[src/rtl/apb_slave_mem.sv]
// APB completer backed by a DEPTH x DATA_W register file, with a fixed number of
// wait states per transfer and pslverr on addresses at or beyond DEPTH.
module apb_slave_mem #(
    parameter int ADDR_W      = 8,
    parameter int DATA_W      = 8,
    parameter int DEPTH       = 32,
    parameter int WAIT_CYCLES = 2
) (
    input  logic              clk,
    input  logic              rst,
    input  logic              psel,
    input  logic              penable,
    input  logic              pwrite,
    input  logic [ADDR_W-1:0] paddr,
    input  logic [DATA_W-1:0] pwdata,
    output logic [DATA_W-1:0] prdata,
    output logic              pready,
    output logic              pslverr,
    output logic              wr_pulse,
    output logic              rd_pulse
);

    localparam int IDX_W = (DEPTH > 1) ? $clog2(DEPTH) : 1;
    localparam int CNT_W = (WAIT_CYCLES > 0) ? $clog2(WAIT_CYCLES + 1) : 1;
    localparam logic [ADDR_W:0]  DEPTH_V = (ADDR_W + 1)'(DEPTH);
    localparam logic [CNT_W-1:0] WAIT_V  = CNT_W'(WAIT_CYCLES);

    typedef enum logic {
        S_IDLE   = 1'b0,
        S_ACCESS = 1'b1
    } state_t;

    state_t            state;
    logic [CNT_W-1:0]  cnt;
    logic [IDX_W-1:0]  idx_q;
    logic              write_q;
    logic              err_q;
    logic [DATA_W-1:0] wdata_q;
    logic [DATA_W-1:0] mem [DEPTH];

    logic              setup_err;
    logic [IDX_W-1:0]  setup_idx;

    // Full address is range-checked so out-of-range addresses never alias low entries.
    assign setup_err = ({1'b0, paddr} >= DEPTH_V);
    assign setup_idx = paddr[IDX_W-1:0];

    // Handshake: a transfer completes on the edge where psel, penable and pready are
    // all high; pready rises once the wait counter is exhausted and stays high until
    // the master raises penable or drops psel. pslverr is meaningful only with pready.
    assign pready  = (state == S_ACCESS) && (cnt == '0);
    assign pslverr = pready & err_q;

    always_ff @(posedge clk or negedge rst) begin
        if (!rst) begin
            state    <= S_IDLE;
            cnt      <= '0;
            idx_q    <= '0;
            write_q  <= 1'b0;
            err_q    <= 1'b0;
            wdata_q  <= '0;
            prdata   <= '0;
            wr_pulse <= 1'b0;
            rd_pulse <= 1'b0;
            for (int i = 0; i < DEPTH; i++) begin
                mem[i] <= '0;
            end
        end else begin
            wr_pulse <= 1'b0;
            rd_pulse <= 1'b0;
            case (state)
                S_IDLE: begin
                    if (psel && !penable) begin
                        idx_q   <= setup_idx;
                        write_q <= pwrite;
                        wdata_q <= pwdata;
                        err_q   <= setup_err;
                        cnt     <= WAIT_V;
                        if (!pwrite) begin
                            prdata <= setup_err ? '0 : mem[setup_idx];
                        end
                        state <= S_ACCESS;
                    end
                end
                S_ACCESS: begin
                    if (!psel) begin
                        state <= S_IDLE;
                    end else if (cnt != '0) begin
                        cnt <= cnt - 1'b1;
                    end else if (penable) begin
                        if (write_q) begin
                            if (!err_q) begin
                                mem[idx_q] <= wdata_q;
                                wr_pulse   <= 1'b1;
                            end
                        end else begin
                            rd_pulse <= 1'b1;
                        end
                        state <= S_IDLE;
                    end
                end
                default: state <= S_IDLE;
            endcase
        end
    end

endmodule
[config.mk]
export PLATFORM = sky130hd
export DESIGN_NAME = apb_slave_mem
export DESIGN_NICKNAME = d
export VERILOG_FILES = /design/src/rtl/apb_slave_mem.sv
export SDC_FILE = /design/constraint.sdc
export NUM_CORES = 1
export LEC_CHECK = 0
export CORE_ASPECT_RATIO = 1.75
export CORE_MARGIN = 3
export CORE_UTILIZATION = 62
export DETAILED_ROUTE_END_ITERATION = 12
export GPL_TIMING_DRIVEN = 0
export PLACE_DENSITY = 0.92
export SLEW_MARGIN = 5
export SYNTH_ARGS = -nofsm -noshare
export SYNTH_HDL_FRONTEND = slang
export SYNTH_SLANG_ARGS = --single-unit
[constraint.sdc]
create_clock -name clk -period 2.98 [get_ports clk]
set_input_delay 0.745 -clock clk [delete_from_list [all_inputs] [get_ports clk]]
set_output_delay 0.745 -clock clk [all_outputs]
set_load 0.1 [all_outputs]
==> results of run 1 <==
## repair_timing
action,in CTS,in global routing
gates resized for setup,6,0
setup buffers,0,0
hold endpoints to repair,0,0
setup endpoints to repair,2,0
## per-layer routing
layer | share of wire | vias to the layer above | wire [um]
li1 | - | 3368 | -
met3 | 0.049 | 109 | 1584
met2 | 0.53 | 314 | 17080
met4 | 0.056 | 0 | 1821
met1 | 0.37 | 4268 | 12050
met5 | 0 | - | 0
## metrics by stage
| stage | worst slack [ns] | hold slack, ns | area, um2 | utilization | power, uW |
|---|---|---|---|---|---|
| global placement | -10.39 | 0.4441 | 13730 | 0.6683 | 5149 |
| global route | 0.03269 | 0.1694 | 14590 | 0.7102 | 8611 |
| CTS | 0.1297 | 0.1599 | 14590 | 0.7102 | 8367 |
| finish | 0.1016 | 0.1458 | 14590 | 0.7102 | 8375 |
| detailed placement | -0.3732 | 0.4729 | 13790 | 0.6712 | 5188 |
| floorplan | 0.5868 | 0.4216 | 13130 | - | 4751 |
## worst max-delay path: cells and delay by family
| family | cells | cell delay (ns) |
|---|---|---|
| buffers and inverters | 3 | 1.78 |
| muxes | 1 | 0.38 |
| AOI/OAI and AO/OA | 2 | 0.36 |
## final cells by class
cell class	instances	area [um2]	area share
plain buffers	61	274.0	0.01878
clock buffers	33	695.7	0.04767
clock inverters	10	102.6	0.007031
well taps	248	310.3	0.02126
repair buffers	31	352.8	0.02418
multi-input cells	525	5732	0.3928
flip-flops and latches	284	7107	0.4870
inverters	5	18.77	0.001286
## layout by cell type (no fill, tap or decap), types with 2 or more instances in the layout
cell	instances
a21oi_1	17
a22o_1	4
a22oi_1	33
and2_1	3
buf_16	2
buf_2	21
buf_6	2
bufinv_16	2
clkbuf_1	40
clkbuf_16	25
clkbuf_8	4
clkdlybuf4s15_2	2
clkdlybuf4s50_1	26
clkinv_2	7
dfrtp_1	284
inv_1	5
mux2_2	271
mux2_4	7
mux2i_1	60
mux4_2	39
nand2_1	3
nand2b_1	4
nand3_1	2
nand3b_1	6
nand4b_4	3
nor2_1	8
nor2_2	24
nor2b_1	3
nor3_1	3
nor3b_2	2
nor4_1	3
o2111ai_1	2
o21ai_0	6
or3_1	2
or3b_2	2
## sequential cells by signal, indices dropped and copies added (netlist names)
| signal | cells |
|---|---|
| state | 1 |
| idx_q | 5 |
| wdata_q | 8 |
| mem | 256 |
| write_q | 1 |
| cnt | 2 |
| rd_pulse | 1 |
| wr_pulse | 1 |
| err_q | 1 |
| prdata | 8 |
## power groups by stage
stage                     Sequential [uW]  Combinational [uW]  Clock [uW]
final                                4040                1110        3230
after CTS                            4030                1100        3240
after global routing                 4040                1180        3390
after floorplan                      4210                 541           0
after global placement               4100                1050           0
after detailed placement             4100                1090           0
## logic make-up after synthesis
kind of cell               Yosys count  synth area share
adders and majority gates            1         0.0009527
muxes                              378            0.3539
AOI/OAI and AO/OA                   66           0.03449
and+or+nand+nor                     80           0.04717
buffers and inverters               66           0.02230
DFF                                284            0.5412
## cell usage after synthesis, types with 2 or more instances
cell,number
nand3_1,2
mux2_2,271
mux4_2,39
nor3_1,3
mux2_4,7
and2_1,3
o2111ai_1,2
buf_2,21
nand3b_1,6
nor2_2,24
inv_1,5
a22o_1,4
nand2_1,3
nor2_1,8
nand2b_1,4
nor4_1,3
a22oi_1,33
clkbuf_1,36
mux2i_1,60
nand4b_4,3
nor2b_1,3
dfrtp_1,284
nor3b_2,2
or3_1,2
or3b_2,2
a21oi_1,17
buf_6,2
o21ai_0,6
## path summary, 6_finish.rpt
kind	from	end	slack, ns	cells past startpoint
setup / recovery	paddr[2]	prdata[6]	0.10	6
hold / removal	rst	mem[238]	0.15	1
setup reg to reg	cnt[0]	mem[227]	0.27	7
hold reg to reg	write_q	rd_pulse	0.49	1
max in group asynchronous	rst	mem[58]	1.40	3
min in group clk	write_q	rd_pulse	0.49	1
==> impl_metrics.csv, run 1 <==
group,metric,value,unit
power_and_ir_drop,p_comb_frac,0.133,
global_routing,met2_usage,0.5031,
detailed_routing,drt_first_pass_iters,5,
cts,max-clock-path-buffers,3,
global_routing,first_global_vias,8672,
timing,worst_slew_pin_slew,0.9811,ns
detailed_routing,routed_wirelength,32530,um
cts,clk_latency,0.53,ns
timing,fin_tns_setup,0,ns
cts,hold_buffers,0,
synth,syn-num-nets,897,
cells_and_area,nFillCells,1281,
synth,syn_area_per_cell,15.01,um2
synth,synth_area,0.01313,mm2
die,std_cell_rows,69,
synth,yosys_warnings,0,
synth,yosysSeqAreaShare,0.5412,
detailed_routing,drtIter0Drc,692,
outcome,status,"finished, final reports clean",
global_routing,antenna_found_initial,0,
die,pin_count,33,
synth,ys_types,48,
detailed_routing,drt-wirelength-per-cell,27.18,um
critical_path,startpoint_type,"input port",
placed_design,gp_congestion,0.8856,
global_routing,grt_max_degree,126,
power_and_ir_drop,seq_power_share,0.482,
synth,netlist_instances,875,
die,core_area,0.02055,mm2
timing,fin_crit_sh,0.9659,
cells_and_area,drive_gt1_frac,0.4489,
placed_design,dp_hpwl,22220,um
power_and_ir_drop,sw_frac_of_total,0.2770,
power_and_ir_drop,p_leak,0.007088,uW
cts,path_clk_slew,0.06,ns
power_and_ir_drop,p_sw,2320,uW
critical_path,cp_max_fo,10,
cts,clock_sinks,284,
power_and_ir_drop,p_int,6055,uW
synth,synth_edf_count,0,
global_routing,use_met3,0.04049,
timing,grt_setup_unrepaired,"false",
synth,yosys.area.top_type,"dfrtp_1",
cts,root_buffer,"clkbuf_16",
die,initial_core_util,0.6391,
timing,skew,0.01158,ns
synth,synth_top_area_frac,0.5412,
cells_and_area,antenna_cells,0,
timing,setup_violations,0,
timing,min_period,2.878,ns
timing,hold_viol,0,
cts,cts-buffers-inserted,25,
placed_design,dp.cells,1154,
global_routing,grt.total_usage,0.2910,
cells_and_area,nets,955,
power_and_ir_drop,clkPwrFrac,0.386,
synth,yosys-top-cells-area,"dfrtp_1 54%, mux2_2 23%, mux4_2 6.7%",
detailed_routing,drcViolationCount,0,
hold_path,hp-class,"in2async",
job,maxCapViolations,0,
power_and_ir_drop,peakVddDrop,0.0005033,V
synth,ys_async_sr_fraction,1.000,
critical_path,arrival,3.28,ns
timing,relSlewSlack,0.3439,
placed_design,port_buffers,29,
cts,cts_tree,"built",
global_routing,grt_first_pass_wirelength,50070,um
critical_path,crit_path_cell_trace,"clkdlybuf4s50_1 -> clkbuf_1 -> buf_2 -> mux2_2 -> a22oi_1 -> a21oi_1",
detailed_routing,ant_nets,0,
detailed_routing,num_vias,8059,
timing,maxSlewViolCount,0,
die,die_y,198.5,um
cells_and_area,final_cells,1197,
detailed_routing,via_per_inst,6.733,
die,die_area,0.02303,mm2
cts,htree_levels,1,
synth,synth-seq-cells,284,
critical_path,crit_path_max_incr_delay,0.70,ns
global_routing,overflow,0,
global_routing,top_usage_layer,"met2",
cells_and_area,areaGrowthSynthToFinish,11.13,%
timing,max_freq,0.3474,GHz
synth,synth_flop_cell,"dfrtp_1",
critical_path,path_class,"in2reg",
critical_path,cp-end-kind,"flop",
global_routing,grt.met1_usage,0.3490,
power_and_ir_drop,cellPowerDensity,573.9,mW/mm2
die,fp.dieW,116.0,um
critical_path,crit_required,3.38,ns
critical_path,slowest_stage,"clkbuf_1",
Power figures use the tool's default switching activity.
==> run 2: changes to the inputs <==
--- a/config.mk
+++ b/config.mk
@@ -7,10 +7,10 @@
 export LEC_CHECK = 0
 export CORE_ASPECT_RATIO = 1.75
 export CORE_MARGIN = 3
-export CORE_UTILIZATION = 62
+export CORE_UTILIZATION = 32
 export DETAILED_ROUTE_END_ITERATION = 12
 export GPL_TIMING_DRIVEN = 0
-export PLACE_DENSITY = 0.92
+export PLACE_DENSITY = 0.59
 export SLEW_MARGIN = 5
 export SYNTH_ARGS = -nofsm -noshare
 export SYNTH_HDL_FRONTEND = slang
==> run 2 against run 1 <==
Against the previous run: clock power is 5% higher; maximum frequency decreased by 2.2%; sequential power about the same; clock-buffer cell count grew 4; utilization is 34 points lower; non-clock buffer count unchanged; global-route usage fell by 13 points; combinational power about the same; sequential share of layout area shrank 1.4 points; register-to-register slack got worse by 0.12 ns; critical endpoint unchanged; critical path type unchanged; flip-flop and latch count stayed put.
==> impl_metrics.csv, run 2 (synthesis gave the netlist of run 1 again) <==
group,metric,value,unit
outcome,status,"finished, final reports clean",
cts,cts_tree,"built",
cts,root_buffer,"clkbuf_16",
timing,maxSlewViolCount,0,
critical_path,startpoint_type,"input port",
timing,skew,0.01091,ns
cells_and_area,final_cell_mix,"284 x dfrtp_1, 271 x mux2_2, 60 x mux2i_1, 42 x clkbuf_1, 39 x mux4_2",
cts,htree_levels,1,
cts,path_clk_slew,0.06,ns
timing,min_period,2.944,ns
cts,clk_latency,0.55,ns
timing,hold_viol,0,
placed_design,dp_hpwl,25660,um
cts,cts_resized,6,
cts,max-clock-path-buffers,3,
detailed_routing,drt_first_pass_iters,4,
die,std_cell_rows,97,
detailed_routing,drcViolationCount,0,
critical_path,path_class,"in2reg",
cells_and_area,final_cells,1497,
cells_and_area,nFillCells,3892,
detailed_routing,drtIter0Drc,451,
global_routing,grt_max_degree,116,
critical_path,crit_path_cell_trace,"clkdlybuf4s50_1 -> clkbuf_1 -> buf_2 -> mux2_2 -> a22oi_1 -> a21oi_1",
cells_and_area,mostFrequentLayoutCell,"dfrtp_1",
global_routing,grt.total_usage,0.1650,
cells_and_area,areaGrowthSynthToFinish,14.35,%
placed_design,port_buffers,29,
cells_and_area,reg_top3,"mem: 256 flops, prdata: 8 flops, wdata_q: 8 flops",
placed_design,dp.cells,1450,
timing,setup_violations,0,
timing,worst_slew_pin_slew,0.9921,ns
hold_path,hp-class,"in2async",
timing,grt_setup_unrepaired,"false",
power_and_ir_drop,p_leak,0.007105,uW
placed_design,gp_congestion,0.8384,
detailed_routing,via_per_inst,5.100,
die,initial_core_util,0.3259,
detailed_routing,routed_wirelength,35850,um
critical_path,arrival,3.37,ns
power_and_ir_drop,peakVddDrop,0.0004012,V
detailed_routing,num_vias,7634,
cts,hold_buffers,0,
cells_and_area,largest-register,"mem",
cells_and_area,drive_gt1_frac,0.4485,
timing,fin_tns_setup,0,ns
global_routing,grt_first_pass_wirelength,54010,um
power_and_ir_drop,cellPowerDensity,569.5,mW/mm2
timing,relSlewSlack,0.3386,
cts,clock_sinks,284,
critical_path,crit_required,3.40,ns
die,pin_count,33,
global_routing,antenna_found_initial,1,
power_and_ir_drop,p_total,8552,uW
critical_path,cp_top_family,"buffers and inverters",
timing,max_freq,0.3396,GHz
die,die_area,0.04360,mm2
cells_and_area,largest_reg_flops,256,
critical_path,cp-end-kind,"flop",
global_routing,overflow,0,
job,maxCapViolations,0,
die,core_area,0.04029,mm2
detailed_routing,ant_nets,0,
detailed_routing,drt-wirelength-per-cell,23.95,um
global_routing,first_global_vias,8286,
timing,fin_crit_sh,0.9880,
die,die_y,274.0,um
cts,post_cts_buffers,0,
cells_and_area,nets,956,
critical_path,crit_buf_inv,3,
critical_path,crit_path_max_incr_delay,0.74,ns
critical_path,slowest_stage,"clkbuf_1",
critical_path,cp_max_fo,10,
die,fp.dieW,159.1,um
cts,cts-buffers-inserted,26,
-- run 2: per-stage QoR --
stage	cell area, um2	hold slack (ns)	utilization	worst slack, ns
global placement	14100	0.4622	0.3500	-11.09
finish	15020	0.1707	0.3727	0.03572
global route	15010	0.1938	0.3726	0.01049
CTS	15010	0.1679	0.3726	0.01595
detailed placement	14160	0.4699	0.3515	-0.5688
floorplan	13130	0.4216	-	0.5868
-- run 2: routing by layer --
metal  vias up  track usage  share of wire
li1       3359            -              -
met1      4092       0.1816           0.38
met2       126       0.3244           0.56
met3        55      0.01527          0.024
met4         2      0.06295          0.036
met5         -            0        0.00045
-- run 2: report_power, final --
group | internal [uW] | switching (uW) | leakage (uW)
combinational | 304 | 826 | 0.00278
sequential | 3940 | 95.5 | 0.00392
clock | 1910 | 1470 | 0.000411
total | 6160 | 2400 | 0.00710
-- run 2: final timing paths --
kind | startpoint | end | slack [ns] | cells after the start
min in group clk | write_q | rd_pulse | 0.47 | 1
hold / removal | rst | mem[253] | 0.17 | 1
hold reg to reg | write_q | rd_pulse | 0.47 | 1
max in group asynchronous | rst | mem[33] | 1.80 | 2
setup reg to reg | cnt[0] | mem[33] | 0.15 | 7
setup / recovery | paddr[2] | prdata[6] | 0.04 | 6
-- run 2: layout make-up --
type,instances,area [um2],area share
sequential,284,7107,0.4733
multi-input combinational,525,5732,0.3817
clock buffer,37,743.2,0.04950
tap,544,680.7,0.04533
timing repair buffer,31,352.8,0.02350
buffer,61,275.3,0.01833
clock inverter,9,103.9,0.006916
inverter,5,18.77,0.001250
antenna,1,2.502,0.0001667
-- run 2: worst register-to-register path, delay by kind of cell, from the launching register on --
kind | cells | cell delay [ns]
muxes | 1 | 0.42
DFF | 1 | 0.41
adders and majority gates | 1 | 0.28
and+or+nand+nor | 4 | 1.52
buffers and inverters | 1 | 0.07
==> run 3: changes to the inputs <==
--- a/config.mk
+++ b/config.mk
@@ -5,12 +5,14 @@
 export SDC_FILE = /design/constraint.sdc
 export NUM_CORES = 1
 export LEC_CHECK = 0
+export CELL_PAD_IN_SITES_DETAIL_PLACEMENT = 1
+export CELL_PAD_IN_SITES_GLOBAL_PLACEMENT = 1
 export CORE_ASPECT_RATIO = 1.75
 export CORE_MARGIN = 3
 export CORE_UTILIZATION = 32
 export DETAILED_ROUTE_END_ITERATION = 12
 export GPL_TIMING_DRIVEN = 0
-export PLACE_DENSITY = 0.59
+export PLACE_DENSITY = 0.65
 export SLEW_MARGIN = 5
 export SYNTH_ARGS = -nofsm -noshare
 export SYNTH_HDL_FRONTEND = slang
==> run 3 against run 2 <==
Against the previous run: worst setup slack gained 0.094 ns; maximum frequency grew 3.3%; combinational power is essentially flat; clock skew grew 0.0052 ns; critical endpoint is now prdata[4].
==> impl_metrics.csv, run 3 (synthesis gave the netlist of run 1 again) <==
group,metric,value,unit
cts,root_buffer,"clkbuf_16",
hold_path,hp-class,"in2async",
cells_and_area,mostFrequentLayoutCell,"dfrtp_1",
power_and_ir_drop,p_total,8853,uW
cells_and_area,final_cells,1498,
critical_path,crit_required,2.24,ns
cells_and_area,nets,956,
cells_and_area,ff_latch_area,0.007107,mm2
cells_and_area,drive_gt1_frac,0.4518,
die,pin_count,33,
cells_and_area,largest-register,"mem",
critical_path,startpoint_type,"flop",
cts,cts-buffers-inserted,26,
placed_design,dp.cells,1450,
cts,clk_latency,0.55,ns
cells_and_area,multi_input_area,0.005732,mm2
cells_and_area,areaGrowthSynthToFinish,14.94,%
critical_path,crit_buf_inv,1,
critical_path,crit_path_max_incr_delay,1.15,ns
timing,min_period,2.851,ns
cells_and_area,largest_reg_flops,256,
die,initial_core_util,0.3259,
power_and_ir_drop,peakVddDrop,0.0002760,V
timing,maxSlewViolCount,0,
cts,max-clock-path-buffers,3,
die,core_area,0.04029,mm2
critical_path,crit_path_cell_trace,"clkdlybuf4s50_1",
timing,relSlewSlack,0.3127,
cells_and_area,nFillCells,4179,
detailed_routing,drtIter0Drc,452,
detailed_routing,num_vias,7669,
timing,fin_tns_setup,0,ns
die,std_cell_rows,97,
job,maxCapViolations,0,
global_routing,grt.total_usage,0.1722,
critical_path,slowest_stage,"clkdlybuf4s50_1",
timing,setup_violations,0,
timing,fin_crit_sh,0.9566,
die,die_area,0.04360,mm2
detailed_routing,ant_nets,0,
critical_path,cp_top_family,"buffers and inverters",
cts,clock_sinks,284,
outcome,status,"finished, final reports clean",
critical_path,arrival,2.11,ns
cells_and_area,final_cell_mix,"284 x dfrtp_1, 271 x mux2_2, 60 x mux2i_1, 40 x clkbuf_1, 39 x mux4_2",
critical_path,cp-end-kind,"primary output",
global_routing,grt_max_degree,120,
timing,grt_setup_unrepaired,"false",
detailed_routing,drt-wirelength-per-cell,24.88,um
power_and_ir_drop,cellPowerDensity,586.5,mW/mm2
timing,hold_viol,0,
cts,path_clk_slew,0.07,ns
timing,max_freq,0.3508,GHz
critical_path,path_class,"reg2out",
die,die_y,274.0,um
cells_and_area,reg_top3,"mem: 256 flops, prdata: 8 flops, wdata_q: 8 flops",
critical_path,cp_max_fo,2,
cts,hold_buffers,0,
global_routing,antenna_found_initial,0,
detailed_routing,drt_first_pass_iters,6,
global_routing,first_global_vias,8589,
cts,cts_tree,"built",
placed_design,gp_congestion,0.8373,
detailed_routing,via_per_inst,5.119,
placed_design,dp_hpwl,26620,um
die,fp.dieW,159.1,um
detailed_routing,routed_wirelength,37270,um
timing,skew,0.01613,ns
global_routing,overflow,0,
global_routing,grt_first_pass_wirelength,56720,um
cts,htree_levels,1,
power_and_ir_drop,p_leak,0.007156,uW
placed_design,port_buffers,29,
timing,worst_slew_pin_slew,1.031,ns
cells_and_area,antenna_cells,0,
detailed_routing,drcViolationCount,0,
-- run 3: through the flow --
step           worst slack [ns]  hold slack, ns    util  cell area (um2)
2_1_floorplan            0.5868          0.4216       -            13130
3_3_place_gp             -11.07          0.4575  0.3500            14100
3_5_place_dp            -0.6311          0.4669  0.3515            14160
4_1_cts                 0.07366          0.1922  0.3746            15090
5_1_grt                 0.05863          0.2116  0.3746            15090
6_report                 0.1295          0.1659  0.3746            15090
-- run 3: routing by layer --
layer	up-vias	GRT usage	wire length, um
li1	3360	-	-
met1	4163	0.1996	14680
met2	95	0.3333	20620
met3	51	0.01527	927
met4	0	0.05349	1034
met5	-	0	0
-- run 3: final timing paths --
check	from	to	slack, ns	cells past startpoint
min in group clk	write_q	rd_pulse	0.47	1
worst min-delay path	rst	mem[103]	0.17	1
worst max-delay path	prdata[4]	prdata[4]	0.13	1
worst min register to register	write_q	rd_pulse	0.47	1
max in group asynchronous	rst	mem[179]	1.30	3
worst max register to register	cnt[0]	mem[129]	0.18	7
-- run 3: final cells by class --
type / count / share of cell area
flip-flops and latches: 284 / 0.4709
multi-input cells: 525 / 0.3798
clock buffers: 39 / 0.05173
well taps: 544 / 0.04510
repair buffers: 31 / 0.02338
plain buffers: 61 / 0.01832
clock inverters: 9 / 0.009616
inverters: 5 / 0.001243
-- run 3: where the power goes --
part / internal (uW) / total, uW / switching [uW]
combinational: 304 / 1140 / 833
sequential: 3940 / 4030 / 93.2
clock: 2160 / 3680 / 1530
total: 6400 / 8850 / 2450
-- run 3: what timing repair did --
item / in CTS / in global routing
resized for setup: 7 / 2
setup buffers: 0 / 0
endpoints found under the setup margin: 3 / 3
endpoints found under the hold margin: 0 / 0
